[config.mk]
export PLATFORM = sky130hd
export DESIGN_NAME = usb_ctl_mux_flat
export DESIGN_NICKNAME = d
export VERILOG_FILES = /design/src/rtl/usb_ctl_mux_if.sv /design/src/rtl/usb_ctl_mux.sv /design/src/flat_wrapper.sv
export SDC_FILE = /design/constraint.sdc
export NUM_CORES = 1
export LEC_CHECK = 0
export CORE_ASPECT_RATIO = 0.9
export CORE_MARGIN = 1.5
export CORE_UTILIZATION = 35
export DETAILED_ROUTE_END_ITERATION = 10
export PLACE_DENSITY = 0.85
export SKIP_CTS_REPAIR_TIMING = 1
export SKIP_LAST_GASP = 1
export SLEW_MARGIN = 20
export SYNTH_ARGS = -nofsm -noshare
export SYNTH_HDL_FRONTEND = slang
export SYNTH_SLANG_ARGS = --single-unit
[constraint.sdc]
create_clock -name clock -period 2.1 [get_ports clock]
set_input_delay 0.63 -clock clock [delete_from_list [all_inputs] [get_ports clock]]
set_output_delay 0.63 -clock clock [all_outputs]
set_load 0.03 [all_outputs]
[src/rtl/usb_ctl_mux_if.sv]
// usb_ctl_mux_if: control-port bundle between usb_xfer, the control
// router and its request handlers. The slave view belongs to usb_ctl_mux.
// The master view belongs to whatever drives usb_xfer and the handlers.
interface usb_ctl_mux_if #(
  parameter int NUM_HANDLERS = 2,
  parameter int OWNER_BITS   = 3
);
  // usb_xfer side
  logic                      xfer_req_i;
  logic                      xfer_gnt_o;
  logic                      xfer_done_o;
  logic                      xfer_stall_o;
  logic                      xfer_dvalid_i;
  logic                      xfer_tvalid_o;
  logic                      xfer_tlast_o;
  logic                      xfer_tready_i;
  logic [7:0]                xfer_tdata_o;
  // handler side
  logic [NUM_HANDLERS-1:0]   hnd_claim_i;
  logic [NUM_HANDLERS-1:0]   hnd_req_o;
  logic [NUM_HANDLERS-1:0]   hnd_gnt_i;
  logic [NUM_HANDLERS-1:0]   hnd_done_i;
  logic [NUM_HANDLERS-1:0]   hnd_dvalid_o;
  logic [NUM_HANDLERS-1:0]   hnd_tvalid_i;
  logic [NUM_HANDLERS-1:0]   hnd_tlast_i;
  logic [NUM_HANDLERS-1:0]   hnd_tready_o;
  logic [8*NUM_HANDLERS-1:0] hnd_tdata_i;
  // status
  logic [OWNER_BITS-1:0]     owner_o;
  logic                      busy_o;

  modport slave (
    input  xfer_req_i, xfer_dvalid_i, xfer_tready_i,
           hnd_claim_i, hnd_gnt_i, hnd_done_i, hnd_tvalid_i, hnd_tlast_i, hnd_tdata_i,
    output xfer_gnt_o, xfer_done_o, xfer_stall_o, xfer_tvalid_o, xfer_tlast_o, xfer_tdata_o,
           hnd_req_o, hnd_dvalid_o, hnd_tready_o, owner_o, busy_o
  );

  modport master (
    output xfer_req_i, xfer_dvalid_i, xfer_tready_i,
           hnd_claim_i, hnd_gnt_i, hnd_done_i, hnd_tvalid_i, hnd_tlast_i, hnd_tdata_i,
    input  xfer_gnt_o, xfer_done_o, xfer_stall_o, xfer_tvalid_o, xfer_tlast_o, xfer_tdata_o,
           hnd_req_o, hnd_dvalid_o, hnd_tready_o, owner_o, busy_o
  );
endinterface

[src/rtl/usb_ctl_mux.sv]
// usb_ctl_mux: claim-based N-way router for USB control transfers.
// A pending transfer opens a claim window of CLAIM_CYCLES cycles. The lowest
// claiming handler is latched as owner and gets the whole control port until
// usb_xfer withdraws the request. If no handler claims, the transfer is
// STALLed.
// Optional feature: define USB_CTL_MUX_SKID_EN to place a 2-entry skid buffer
// on the muxed IN stream (registered xfer_t* outputs, +1 cycle latency).
module usb_ctl_mux #(
  parameter int NUM_HANDLERS = 2,
  parameter int OWNER_BITS   = 3,
  parameter int CLAIM_CYCLES = 4
) (
  input  logic         clock,
  input  logic         reset,
  usb_ctl_mux_if.slave bus
);

  typedef enum logic [1:0] {S_IDLE, S_CLAIM, S_OWNED, S_STALL} state_t;

  state_t                  state;
  logic [OWNER_BITS-1:0]   owner;
  logic [7:0]              claim_cnt;
  logic [OWNER_BITS-1:0]   claim_idx;
  logic                    claim_any;
  logic [NUM_HANDLERS-1:0] owner_oh;
  logic                    sel_tvalid;
  logic                    sel_tlast;
  logic [7:0]              sel_tdata;

  assign claim_any = |bus.hnd_claim_i;

  // Priority-encode the claim vector; the lowest index wins.
  always_comb begin
    // NOTE: a default before any conditional assignment keeps this combinational (no latch).
    claim_idx = '0;
    for (int k = NUM_HANDLERS - 1; k >= 0; k--) begin
      if (bus.hnd_claim_i[k]) claim_idx = OWNER_BITS'(k);
    end
  end

  // Arbitration FSM: claim window, latched owner, stall, and abort on request drop.
  always_ff @(posedge clock or posedge reset) begin
    if (reset) begin
      state     <= S_IDLE;
      owner     <= '0;
      claim_cnt <= '0;
    end else begin
      // NOTE: registered state uses non-blocking assignments so all flops update together.
      case (state)
        S_IDLE: begin
          if (bus.xfer_req_i) begin
            state     <= S_CLAIM;
            claim_cnt <= '0;
          end
        end
        S_CLAIM: begin
          if (!bus.xfer_req_i) begin
            state <= S_IDLE;
          end else if (claim_any) begin
            state <= S_OWNED;
            owner <= claim_idx;
          end else if (claim_cnt == 8'(CLAIM_CYCLES - 1)) begin
            state <= S_STALL;
          end else begin
            claim_cnt <= claim_cnt + 8'd1;
          end
        end
        S_OWNED: begin
          if (!bus.xfer_req_i) state <= S_IDLE;
        end
        S_STALL: begin
          if (!bus.xfer_req_i) state <= S_IDLE;
        end
        default: state <= S_IDLE;
      endcase
    end
  end

  // Owner one-hot and the owner's IN stream selection.
  always_comb begin
    owner_oh   = '0;
    sel_tvalid = 1'b0;
    sel_tlast  = 1'b0;
    sel_tdata  = 8'h00;
    for (int k = 0; k < NUM_HANDLERS; k++) begin
      if (state == S_OWNED && owner == OWNER_BITS'(k)) begin
        owner_oh[k] = 1'b1;
        sel_tvalid  = bus.hnd_tvalid_i[k];
        sel_tlast   = bus.hnd_tlast_i[k];
        sel_tdata   = bus.hnd_tdata_i[8*k +: 8];
      end
    end
  end

  assign bus.hnd_req_o    = owner_oh;
  assign bus.xfer_gnt_o   = |(bus.hnd_gnt_i & owner_oh);
  assign bus.xfer_done_o  = |(bus.hnd_done_i & owner_oh);
  assign bus.hnd_dvalid_o = owner_oh & {NUM_HANDLERS{bus.xfer_dvalid_i}};
  assign bus.xfer_stall_o = (state == S_STALL);
  assign bus.owner_o      = owner;
  assign bus.busy_o       = (state != S_IDLE);

`ifdef USB_CTL_MUX_SKID_EN
  logic       head_v, tail_v;
  logic [8:0] head_d, tail_d;
  logic       push, pop, flush;

  assign flush = (state != S_OWNED) || !bus.xfer_req_i;
  assign push  = (state == S_OWNED) && sel_tvalid && !tail_v;
  assign pop   = head_v && bus.xfer_tready_i;

  // Two-entry skid buffer: head feeds usb_xfer, tail absorbs one extra byte.
  always_ff @(posedge clock or posedge reset) begin
    if (reset) begin
      // NOTE: the data slots are reset too because they drive outputs that must read 0.
      head_v <= 1'b0;
      tail_v <= 1'b0;
      head_d <= '0;
      tail_d <= '0;
    end else if (flush) begin
      head_v <= 1'b0;
      tail_v <= 1'b0;
    end else begin
      case ({push, pop})
        2'b10: begin
          if (!head_v) begin
            head_v <= 1'b1;
            head_d <= {sel_tlast, sel_tdata};
          end else begin
            tail_v <= 1'b1;
            tail_d <= {sel_tlast, sel_tdata};
          end
        end
        2'b01: begin
          head_v <= tail_v;
          head_d <= tail_d;
          tail_v <= 1'b0;
        end
        2'b11: head_d <= {sel_tlast, sel_tdata};
        default: ;
      endcase
    end
  end

  assign bus.xfer_tvalid_o = head_v;
  assign bus.xfer_tlast_o  = head_d[8];
  assign bus.xfer_tdata_o  = head_d[7:0];
  assign bus.hnd_tready_o  = owner_oh & {NUM_HANDLERS{!tail_v}};
`else
  assign bus.xfer_tvalid_o = sel_tvalid;
  assign bus.xfer_tlast_o  = sel_tlast;
  assign bus.xfer_tdata_o  = sel_tdata;
  assign bus.hnd_tready_o  = owner_oh & {NUM_HANDLERS{bus.xfer_tready_i}};
`endif

endmodule

[src/flat_wrapper.sv]
// flat-port wrapper written by rule: the top's interface ports become plain ports
module usb_ctl_mux_flat 
#(
  parameter int NUM_HANDLERS = 2,
  parameter int OWNER_BITS   = 3,
  parameter int CLAIM_CYCLES = 4
)
  (clock, reset, bus_xfer_req_i, bus_xfer_dvalid_i, bus_xfer_tready_i, bus_hnd_claim_i, bus_hnd_gnt_i, bus_hnd_done_i, bus_hnd_tvalid_i, bus_hnd_tlast_i, bus_hnd_tdata_i, bus_xfer_gnt_o, bus_xfer_done_o, bus_xfer_stall_o, bus_xfer_tvalid_o, bus_xfer_tlast_o, bus_xfer_tdata_o, bus_hnd_req_o, bus_hnd_dvalid_o, bus_hnd_tready_o, bus_owner_o, bus_busy_o);
  usb_ctl_mux_if #(.NUM_HANDLERS(NUM_HANDLERS), .OWNER_BITS(OWNER_BITS)) bus_i ();
  input  logic clock;
  input  logic reset;
  input wire logic [$bits(bus_i.xfer_req_i)-1:0] bus_xfer_req_i;
  input wire logic [$bits(bus_i.xfer_dvalid_i)-1:0] bus_xfer_dvalid_i;
  input wire logic [$bits(bus_i.xfer_tready_i)-1:0] bus_xfer_tready_i;
  input wire logic [$bits(bus_i.hnd_claim_i)-1:0] bus_hnd_claim_i;
  input wire logic [$bits(bus_i.hnd_gnt_i)-1:0] bus_hnd_gnt_i;
  input wire logic [$bits(bus_i.hnd_done_i)-1:0] bus_hnd_done_i;
  input wire logic [$bits(bus_i.hnd_tvalid_i)-1:0] bus_hnd_tvalid_i;
  input wire logic [$bits(bus_i.hnd_tlast_i)-1:0] bus_hnd_tlast_i;
  input wire logic [$bits(bus_i.hnd_tdata_i)-1:0] bus_hnd_tdata_i;
  output wire logic [$bits(bus_i.xfer_gnt_o)-1:0] bus_xfer_gnt_o;
  output wire logic [$bits(bus_i.xfer_done_o)-1:0] bus_xfer_done_o;
  output wire logic [$bits(bus_i.xfer_stall_o)-1:0] bus_xfer_stall_o;
  output wire logic [$bits(bus_i.xfer_tvalid_o)-1:0] bus_xfer_tvalid_o;
  output wire logic [$bits(bus_i.xfer_tlast_o)-1:0] bus_xfer_tlast_o;
  output wire logic [$bits(bus_i.xfer_tdata_o)-1:0] bus_xfer_tdata_o;
  output wire logic [$bits(bus_i.hnd_req_o)-1:0] bus_hnd_req_o;
  output wire logic [$bits(bus_i.hnd_dvalid_o)-1:0] bus_hnd_dvalid_o;
  output wire logic [$bits(bus_i.hnd_tready_o)-1:0] bus_hnd_tready_o;
  output wire logic [$bits(bus_i.owner_o)-1:0] bus_owner_o;
  output wire logic [$bits(bus_i.busy_o)-1:0] bus_busy_o;
  assign bus_i.xfer_req_i = bus_xfer_req_i;
  assign bus_i.xfer_dvalid_i = bus_xfer_dvalid_i;
  assign bus_i.xfer_tready_i = bus_xfer_tready_i;
  assign bus_i.hnd_claim_i = bus_hnd_claim_i;
  assign bus_i.hnd_gnt_i = bus_hnd_gnt_i;
  assign bus_i.hnd_done_i = bus_hnd_done_i;
  assign bus_i.hnd_tvalid_i = bus_hnd_tvalid_i;
  assign bus_i.hnd_tlast_i = bus_hnd_tlast_i;
  assign bus_i.hnd_tdata_i = bus_hnd_tdata_i;
  assign bus_xfer_gnt_o = bus_i.xfer_gnt_o;
  assign bus_xfer_done_o = bus_i.xfer_done_o;
  assign bus_xfer_stall_o = bus_i.xfer_stall_o;
  assign bus_xfer_tvalid_o = bus_i.xfer_tvalid_o;
  assign bus_xfer_tlast_o = bus_i.xfer_tlast_o;
  assign bus_xfer_tdata_o = bus_i.xfer_tdata_o;
  assign bus_hnd_req_o = bus_i.hnd_req_o;
  assign bus_hnd_dvalid_o = bus_i.hnd_dvalid_o;
  assign bus_hnd_tready_o = bus_i.hnd_tready_o;
  assign bus_owner_o = bus_i.owner_o;
  assign bus_busy_o = bus_i.busy_o;
  usb_ctl_mux #(.NUM_HANDLERS(NUM_HANDLERS), .OWNER_BITS(OWNER_BITS), .CLAIM_CYCLES(CLAIM_CYCLES)) u_core (.clock(clock), .reset(reset), .bus(bus_i));
endmodule
# == After elaboration in Yosys (flattened, before gate mapping) ==
# Cells that the tools add are included.
# word_totals
regBits,13
latchBits,0
ram_bits,0
rom_bits,0
inputBits,31
output_inout_bits,23
word_cells,53
mem_count,0
# classes
add_sub_neg,1
n_mul,0
div_mod_pow,0
magnitude_cmp,0
eq_ne,11
shifts,0
n_mux,21
bitwise,4
reduce_logical,13
# op_table
operator,n
8-bit two-way mux,6
8-bit one-hot mux with 2 select lines,1
2-bit two-way mux,5
"2-bit inequality test, second input constant",5
"8-bit by 1-bit adder with 8-bit output, second input constant",1
2-bit bitwise AND,4
"8-bit by 2-bit == test with 1-bit output, second input constant",1
1-bit two-way mux,8
2-bit OR reduction,4
2-bit one-hot mux with 3 select lines,1
3-bit AND reduction,2
5-bit AND reduction,1
"2-bit == test, second input constant",2
"4-bit by 2-bit inequality test with 1-bit output, second input constant",1
2-bit nonzero test,2
"3-bit by 1-bit == test with 1-bit output, second input constant",1
3-bit zero test,1
"2-bit by 1-bit == test with 1-bit output, second input constant",1
1-bit logical AND,2
2-bit zero test,1

# == Depth between registers and ports, before layout ==
# depth
ltp_word,5
mapped_depth,5
mapped_depth_nobuf,5

# == Worst setup path after synthesis ==
# No wires, ideal clock.
# synth_path
path_type,register to output
from,register u_core.state[0]
to,output bus_xfer_tdata_o[0]
arrival_time_ns,1.746
required_ns,1.470
path_slack_ns,-0.276
stages_incl_launch_ff,5
n_path_buf,1
cell_sequence,dfrtp_1 nand2b_1 nor2_1 clkbuf_1 a22o_1
# synth_via
elab_chain_len,4
elab_cells_between_ends,5
cone_classes,1 x eq/ne; 2 x mux; 2 x reduce/logical
# synth_rtl
item,line_no,rtl
"start, declared",usb_ctl_mux.sv:20,state_t state;
"start signal, assigned",usb_ctl_mux.sv:44,state <= S_IDLE;
"start signal, assigned",usb_ctl_mux.sv:52,state <= S_CLAIM;
"start signal, assigned",usb_ctl_mux.sv:58,state <= S_IDLE;
2-bit == test *,usb_ctl_mux.sv:86,if (state == S_OWNED && owner == OWNER_BITS'(k)) begin
1-bit logical AND,usb_ctl_mux.sv:86,
8-bit two-way mux,usb_ctl_mux.sv:86,
8-bit two-way mux *,usb_ctl_mux.sv:86,
"end, declared",flat_wrapper.sv:26,output wire logic [$bits(bus_i.xfer_tdata_o)-1:0] bus_xfer_tdata_o;
# Mark *: on every way between the ends. The rest lies on a longest branch, timed or not.

# == Final worst setup path ==
# layout_path
from,register u_core.state[0]
to,output bus_xfer_tlast_o
# layout_via
elab_chain_len,4
elab_cells_between_ends,5
cone_classes,1 x eq/ne; 2 x mux; 2 x reduce/logical
# layout_rtl
item,line_no,rtl
2-bit == test *,usb_ctl_mux.sv:86,
1-bit logical AND,usb_ctl_mux.sv:86,
1-bit two-way mux,usb_ctl_mux.sv:86,
1-bit two-way mux *,usb_ctl_mux.sv:86,
"end, declared",flat_wrapper.sv:25,output wire logic [$bits(bus_i.xfer_tlast_o)-1:0] bus_xfer_tlast_o;
# Marked as above.

==> impl_metrics.csv <==
group,metric,value,unit
status,status,"complete, but fails checks",
status,failed_checks,"negative setup slack",
route,routed_via_density,5.66,
sta,hold_viol_final,0,
final_layout,drive_gt1_frac,0.327,
route,firstDrtPassIters,4,
final_layout,fin_util,0.715,
final_layout,multiInputGateArea,589,sq um
cts,cts_sinks,11,
sta,setup_viol,8,
route,wirelength,3270,microns
setup_path,worst_ep_arrival_time,1510,ps
setup_path,crit_path_max_incr_delay,410,ps
sta,maxSlewViolCount,0,
final_layout,seqCellArea,277,sq um
cts,cts_root_buffer,"clkbuf_4",
synth,ys_top_cells_by_count,"a22o_1, dfrtp_1, o21ai_0",
setup_path,required,1470,ps
worst_hold_path,hold_depth,1,
cts,clk_latency,280,ps
place,gp_congestion,0.842,
synth,syn_avg_cell_area,8.77,sq um
cts,cts_max_path_buffers,2,
synth,synthArstFlopShare,1.00,
place,placed_cells,176,
floorplan,die_h,49.0,microns
grt,overflow,0,
power_and_ir_drop,power_density,553,mW/mm^2
grt,grt_first_pass_wirelength,3970,microns
synth,synthFlopType,"dfrtp_1",
place,dpl_cell_area,0.00137,sq mm
place,io_buffers,51,
cts,cts_buffers,3,
final_layout,final_cell_count_no_fill,183,
synth,netlist_instances,94,
setup_path,worstRegToRegCells,5,
route,ant_nets,0,
power_and_ir_drop,p_total,0.871,mW
cts,cts_tree,"yes",
route,drt-wirelength-per-cell,17.9,microns
route,drtIter0Drc,13,
setup_path,start_kind,"flip-flop",
sta,finalCriticalPeriod,2140,ps
grt,grt_pass1_vias,948,
floorplan,die-area,0.00266,sq mm
cts,h-tree-depth,1,
floorplan,fp.coreArea,0.00220,sq mm
route,detailroute.via_count,1036,
synth,ys_seq_area_frac,0.334,
floorplan,initial_core_util,0.374,
setup_path,cp_max_fo,8,
synth,synth_top_area_share,0.334,
synth,synth.distinct_cells,32,
grt,grt_max_degree,16,
route,drc,0,
sta,clock.fmax,0.468,GHz
synth,synth_area_leader_cell,"dfrtp_1",
floorplan,rows,16,
final_layout,area_growth,91.0,%
floorplan,die_w,54.2,microns
sta,rsz0062_at_grt,"true",
setup_path,end_kind,"primary output",
grt,antenna_found_initial,0,
place,hpwlAfterDp,2080,microns
synth,synthTopCellsByArea,"dfrtp_1, a22o_1, and2_1, o21ai_0, o31ai_1",
final_layout,antennaDiodeCount,0,
setup_path,crit_chain,"nand2b_4 > nor2_4 > buf_6 > a22o_1 > buf_4",
worst_hold_path,hold_class,"reg2reg",
flow_run,drv_cap,0,
final_layout,finalNetCount,189,
final_layout,design_area,0.00158,sq mm
cts,path_clk_slew,70,ps
synth,synth_seq_cells,11,
grt,grt_use_total,0.199,
power_and_ir_drop,p_leak,0.743,nW
sta,clock-skew-final,3.90,ps
synth,yosys.cell_count.top_type,"a22o_1",
setup_path,critPathSlowestCell,"dfrtp_1",
sta,fin_ws,-38.4,ps
power_and_ir_drop,vdd_ir_drop_max,0.407,mV
sta,post-route-period-util,1.02,
floorplan,ios,54,
synth,synth_edf_count,0,
setup_path,worstSetupPathType,"reg2out",
synth,syn-cell-area,825,sq um
final_layout,num-fill-cells,154,
synth,yosysWarningCount,0,
-- sequential cells by signal, indices dropped and copies added, names as in the netlist --
name	cells
u_core.state	2
u_core.bus.owner_o	1
u_core.claim_cnt	8
-- area by class of cell --
class	count	area share
Inverter	6	0.0143
Multi-Input combinational cell	72	0.374
Sequential cell	11	0.176
Timing Repair Buffer	63	0.398
Tap cell	27	0.0214
Clock buffer	4	0.0167
-- cells in the final DEF (no fill, tap or decap), types with 2 or more instances in the layout --
cell             netlist  routed
o21ai_0                7       7
dlymetal6s2s_1         0       3
a22o_1                12       5
clkdlybuf4s50_1        0      30
nor2_1                 6       4
and2_4                 0       2
nand4_1                2       2
dfrtp_1               11      10
a21oi_1                3       3
nand2_1                6       6
nand3_1                4       4
buf_6                  0      17
o31ai_1                4       4
nor2b_1                3       3
a22o_4                 0       7
inv_1                  6       6
nor2_4                 0       2
and2_1                 6       4
buf_4                  2      13
clkbuf_4               0       3
conb_1                 1       2
-- metal layers --
layer | vias up | share of wire | GRT usage
met4 | 0 | 0.034 | 0.0750
met1 | 489 | 0.38 | 0.206
met2 | 64 | 0.46 | 0.361
li1 | 470 | - | -
met3 | 13 | 0.13 | 0.0583
met5 | - | 0 | 0
-- report_power, final --
group          switching (mW)  internal, mW
Sequential             0.0360         0.238
Combinational           0.225         0.220
Clock                  0.0776        0.0738
Total                   0.339         0.532
-- logic make-up (layout without fill, tap and decap cells) --
| logic type | count (synthesis) | in the layout | synth area share |
|---|---|---|---|
| muxes | 1 | 1 | 0.0121 |
| AOI/OAI and AO/OA | 33 | 33 | 0.331 |
| buffers and inverters | 12 | 73 | 0.0637 |
| DFF | 11 | 11 | 0.334 |
| adders and majority gates | 1 | 1 | 0.0152 |
| and+or+nand+nor | 35 | 35 | 0.240 |
| other | 1 | 2 | 0.00455 |
-- path summary, 6_finish.rpt --
| kind | start | endpoint | slack (ps) |
|---|---|---|---|
| worst min register to register | u_core.claim_cnt[7]$_DFFE_PP0P_ | u_core.claim_cnt[7]$_DFFE_PP0P_ | 480 |
| worst max register to register | u_core.claim_cnt[0]$_DFFE_PP0P_ | u_core.claim_cnt[5]$_DFFE_PP0P_ | 180 |
| worst min-delay path | u_core.claim_cnt[7]$_DFFE_PP0P_ | u_core.claim_cnt[7]$_DFFE_PP0P_ | 480 |
| min in group asynchronous | reset | u_core.claim_cnt[4]$_DFFE_PP0P_ | 660 |
| max in group asynchronous | reset | u_core.state[1]$_DFFE_PP0P_ | 1110 |
| worst max-delay path | u_core.state[0]$_DFFE_PP0P_ | bus_xfer_tlast_o | -40 |
-- worst max-delay path: cells and delay by family (launching register included) --
family                 cells  cell delay (ps)
DFF                        1              410
and+or+nand+nor            2              350
buffers and inverters      2              330
AOI/OAI and AO/OA          1              140
-- through the flow --
| step | hold WS [ps] | TNS, ps | setup slack, ps |
|---|---|---|---|
| CTS | 483 | -848 | -141 |
| detailed placement | 475 | 0 | 13.4 |
| finish | 483 | -133 | -38.4 |
| global route | 496 | -719 | -92.7 |
| floorplan | 447 | 0 | 12.7 |
| global placement | 469 | 0 | 27.1 |
No activity file was read; power rests on OpenSTA's default activity.
